--- config.mk ---
export PLATFORM = sky130hd
export DESIGN_NAME = encoder_8to3
export DESIGN_NICKNAME = d
export VERILOG_FILES = /design/src/rtl/encoder_8to3.sv
export SDC_FILE = /design/constraint.sdc
export NUM_CORES = 1
export LEC_CHECK = 0
export ABC_CLOCK_PERIOD_IN_PS = 800
export CAP_MARGIN = 20
export CORE_AREA = 2 2 39 41
export CTS_CLUSTER_SIZE = 28
export DETAILED_ROUTE_END_ITERATION = 12
export DIE_AREA = 0 0 41 43
export DONT_BUFFER_PORTS = 1
export SLEW_MARGIN = 20
export SYNTH_ARGS = -nofsm -noshare
export SYNTH_HDL_FRONTEND = slang
export SYNTH_SLANG_ARGS = --single-unit
--- constraint.sdc ---
create_clock -name clk -period 0.8 [get_ports clk]
set_input_delay 0.08 -clock clk [delete_from_list [all_inputs] [get_ports clk]]
set_output_delay 0.08 -clock clk [all_outputs]
set_load 0.01 [all_outputs]
--- src/rtl/encoder_8to3.sv ---
// Clocked priority encoder: reduces a request vector to the index of the winning
// set bit plus a valid flag, with one cycle of registered latency.
// Optional feature macro: ENCODER_ONEHOT_CHECK_EN adds a registered onehot_err
// output that flags samples with two or more request bits set.
module encoder_8to3 #(
    parameter int unsigned IN_W         = 8,
    parameter int unsigned OUT_W        = 3,
    parameter int unsigned LSB_PRIORITY = 0
) (
    input  logic             clk,
    input  logic             rst,
    input  logic [IN_W-1:0]  in,
    output logic [OUT_W-1:0] out,
`ifdef ENCODER_ONEHOT_CHECK_EN
    output logic             onehot_err,
`endif
    output logic             valid
);

    // Reject inconsistent width/priority configurations at elaboration.
    generate
        if (IN_W < 2 || (IN_W & (IN_W - 1)) != 0) begin : g_bad_in_w
            $error("encoder_8to3: IN_W must be a power of 2 and at least 2");
        end
        if (OUT_W != $clog2(IN_W)) begin : g_bad_out_w
            $error("encoder_8to3: OUT_W must equal log2(IN_W)");
        end
        if (LSB_PRIORITY > 1) begin : g_bad_prio
            $error("encoder_8to3: LSB_PRIORITY must be 0 or 1");
        end
    endgenerate

    logic [OUT_W-1:0] out_d,   out_q;
    logic             valid_d, valid_q;

    // Priority search: the last matching bit visited in scan order wins.
    always_comb begin
        out_d   = '0;
        valid_d = |in;
        if (LSB_PRIORITY == 0) begin
            for (int i = 0; i < int'(IN_W); i++) begin
                if (in[i]) out_d = OUT_W'(i);
            end
        end else begin
            for (int i = int'(IN_W) - 1; i >= 0; i--) begin
                if (in[i]) out_d = OUT_W'(i);
            end
        end
    end

    // Output registers with synchronous reset overriding the sampled request.
    always_ff @(posedge clk) begin
        if (rst) begin
            out_q   <= '0;
            valid_q <= 1'b0;
        end else begin
            out_q   <= out_d;
            valid_q <= valid_d;
        end
    end

    assign out   = out_q;
    assign valid = valid_q;

`ifdef ENCODER_ONEHOT_CHECK_EN
    logic onehot_err_d, onehot_err_q;

    // Clearing the lowest set bit leaves something only when 2+ bits were set.
    always_comb begin
        onehot_err_d = 1'b0;
        onehot_err_d = |(in & (in - IN_W'(1)));
    end

    // Error flag register, aligned with out/valid.
    always_ff @(posedge clk) begin
        if (rst) begin
            onehot_err_q <= 1'b0;
        end else begin
            onehot_err_q <= onehot_err_d;
        end
    end

    assign onehot_err = onehot_err_q;
`endif

endmodule

==> out/results.env <==
RUN_STATUS='finished with violations'
VIOLATIONS='negative hold slack'
TIMING.FINAL.CRIT_SHARE=0.9072
MAXIMUM_FANOUT_ALONG_THE_WORST_PATH=3
SETUP_VIOLATIONS=0
PLACEMENT_ROWS=14
GRT_MOST_USED_LAYER='met4'
ENDPOINT_KIND='flip-flop'
SYNTHESIS.INSTANCES=16
NUMBER_OF_VIAS_IN_THE_ROUTED_LAYOUT=131
LARGEST_FAMILY_OF_LOGIC_CELLS_BY_SYNTHESIZED_AREA='compound AO/OA/AOI/OAI gates'
DIEWIDTH_MICRONS=41
SETUP_TOTAL_NEGATIVE_SLACK_NS=0
POST_SYNTH_MUX_AREA_SHARE=0
YS_WARN_COUNT=0
FP.COREAREA_SQ_UM=1384
POST-ROUTE-DRC-COUNT=0
START_UTIL=0.1157
ANT_NETS=0
HOLD-PATH-CELL-COUNT=1
DIE_AREA_SQ_UM=1763
YOSYSSEQAREASHARE=0.5000
USE_MET3=0.01047
DRT-PASS1-ITER-COUNT=1
POST_DRT_VIA_CELL_RATIO=3.639
GRT_UTIL_ALL_LAYERS=0.05120
DIODES=0
LAYOUT_MIN_CYCLE_TIME_NS=0.7258
LAYOUT.CELL_AREA.NON_FILLER_SQ_UM=215.2
PWR_DENSITY_CELL_nW_PER_UM2=2349
MAX-CAP-VIOLATIONS=0
CRIT_PATH_START_KIND='primary input'
TIMING.CRITICAL_PATH.REQUIRED_NS=0.92
SYNTH-SIMPLE-AREA-SHARE=0.1406
FIRST_GLOBAL_VIAS=158
CLKSINKCOUNT=4
TIMING_WORST_SLEW_PIN_VALUE_NS=0.2523
TIMING.MAX_SLEW.REL_SLACK=0.8302
WIRELENGTH_MICRONS=367
HOLD_PATH_CLASS='in -> reg'
SETUP_CRIT_PATH_KIND='in -> reg'
P_LEAK_uW=0.00008049
GLOBALROUTEOVERFLOWTOTAL=0
ROUTE.DETAILED.WL_PER_INST_MICRONS=10.19
LAYOUT-AREA-OVERHEAD-VS-SYNTH_PCT=34.37
SYNTH.FF_LATCH_COUNT=4
DRIVE_GT1_FRAC=0.3500
CTS_MAX_PATH_BUFFERS=2
GRT_MAX_DEGREE=6
SYNTH_ADDER_AREA_SHARE=0
CTS_MADE_BUFFERS=3
POST_DP_CELL_AREA_SQ_UM=180.2
FINALNETCOUNT=32
AREA_FRACTION_IN_COMPOUND_GATES_AFTER_SYNTHESIS=0.3359
NUMBER_OF_ANTENNA_VIOLATIONS_AT_THE_FIRST_CHECK_IN_GLOBAL_ROUTING=0
HOLDWS_NS=-0.09142
CTS_CLOCK_PIN_SLEW_FOR_THE_WORST_SETUP_AND_HOLD_PATHS_NS=0.04
ARRIVAL_NS=0.84
HTREEDEPTH=1
NUMBER_OF_SETUP_BUFFERS_ADDED_AFTER_CTS=0
SYNTH_XOR_XNOR_AREA_SHARE=0
POST_SYNTHESIS_CELL_TYPE_COUNT=12
CHIPHEIGHT_MICRONS=43
MAX_CLOCK_FREQ_MHz=1378
GRT.MET1_USAGE=0.04823
IO_BUFFERS=0
SYN_AREA_PER_CELL_SQ_UM=10.01
IOS=14
MAX-VDD-IR-DROP_V=0.0002505
CLK_ROOT_BUFFER_CELL='sky130_fd_sc_hd__clkbuf_4'
TIMING_MAX_TRANSITION_VIOLATIONS_FINAL=0
HOLD_VIOL=3
GLOBAL_ROUTE_MET2_USAGE=0.05938
POWER_uW=505.5
RSZ_0062_RAISED_AFTER_GLOBAL_ROUTING='false'
TRITONCTS='yes'
POST_SYNTH_INSTANCE_AREA_SQ_UM=160.2
WIRE_LENGTH_OF_THE_FIRST_GLOBAL_ROUTING_PASS_MICRONS=531
GP_CONGESTION=0.6523
DRT_ITER0_DRC=0
CTS_HOLD_BUFFERS=1
MAPPEDNETLISTNETS=26
## cell usage after synthesis
cell type	count	area, sq um
sky130_fd_sc_hd__o21ai_1	1	5.000
sky130_fd_sc_hd__nor2_1	1	3.750
sky130_fd_sc_hd__nor2b_1	1	6.260
sky130_fd_sc_hd__inv_1	1	3.750
sky130_fd_sc_hd__dfxtp_1	4	80.08
sky130_fd_sc_hd__o21bai_1	1	7.510
sky130_fd_sc_hd__o41ai_2	1	16.27
sky130_fd_sc_hd__a21oi_2	1	8.760
sky130_fd_sc_hd__nor2_2	1	6.260
sky130_fd_sc_hd__a21oi_1	2	10.01
sky130_fd_sc_hd__a31oi_1	1	6.260
sky130_fd_sc_hd__nor4_1	1	6.260
## stage by stage
stage | setup slack, ns | utilization | hold WS (ns) | instances
3_3_place_gp | 0.2160 | 0.1302 | 0.1496 | 32
4_1_cts | 0.02258 | 0.1537 | -0.09981 | 36
6_report | 0.07422 | 0.1555 | -0.09142 | 36
5_1_grt | 0.05557 | 0.1555 | -0.09666 | 36
3_5_place_dp | 0.1761 | 0.1302 | 0.1493 | 32
2_1_floorplan | 0.2537 | - | 0.1424 | 16
## sequential cells by signal, indices dropped and copies added, names as in the netlist
signal	count
valid	1
out	3
## logic make-up after synthesis
family | count (synthesis)
flip-flops | 4
buffers and inverters | 1
AO/OA/AOI/OAI | 7
AND/OR/NAND/NOR | 4
## worst max-delay path, cell delays in order
cell and delay (ns):
sky130_fd_sc_hd__nor2_2 0.14, sky130_fd_sc_hd__a21oi_1 0.08, sky130_fd_sc_hd__dlygate4sd3_1 0.54
## report_power, final
part	switching, uW	leakage [uW]	internal [uW]
Sequential	12.1	0.0000337	215
Clock	78.0	0.0000138	167
Combinational	13.7	0.0000330	19.3
Total	104	0.0000805	402
## placed cells by master, fill, tap and decap left out, drive strengths merged
master,synthesis,routed
dfxtp,4,4
clkbuf,0,3
a21oi,3,3
nor2,2,2
nor4,1,1
a31oi,1,1
o21ai,1,1
inv,1,1
nor2b,1,1
o21bai,1,1
o41ai,1,1
dlygate4sd3,0,1
## routing by layer
metal	vias up	wire length (microns)
met5	-	0
met4	0	19
met3	2	61
met2	12	143
met1	49	143
li1	68	-
## worst paths after layout
path | start | endpoint | slack, ns
hold / removal | rst | out[1]$_SDFF_PP0_ | -0.09
setup / recovery | in[6] | out[2]$_SDFF_PP0_ | 0.07
## timing repair
item,in CTS,in global routing
resized for setup,0,1
endpoints found under the hold margin,4,3
setup endpoints to repair,0,1
## layout make-up
type | instances | area [sq um]
Sequential cell | 4 | 80.08
Fill cell | 152 | 1169
Clock buffer | 3 | 22.52
Inverter | 1 | 3.754
Timing Repair Buffer | 1 | 10.01
Multi-Input combinational cell | 11 | 78.83
Tap cell | 16 | 20.02
Note: power is estimated with default switching activity, not from simulation.
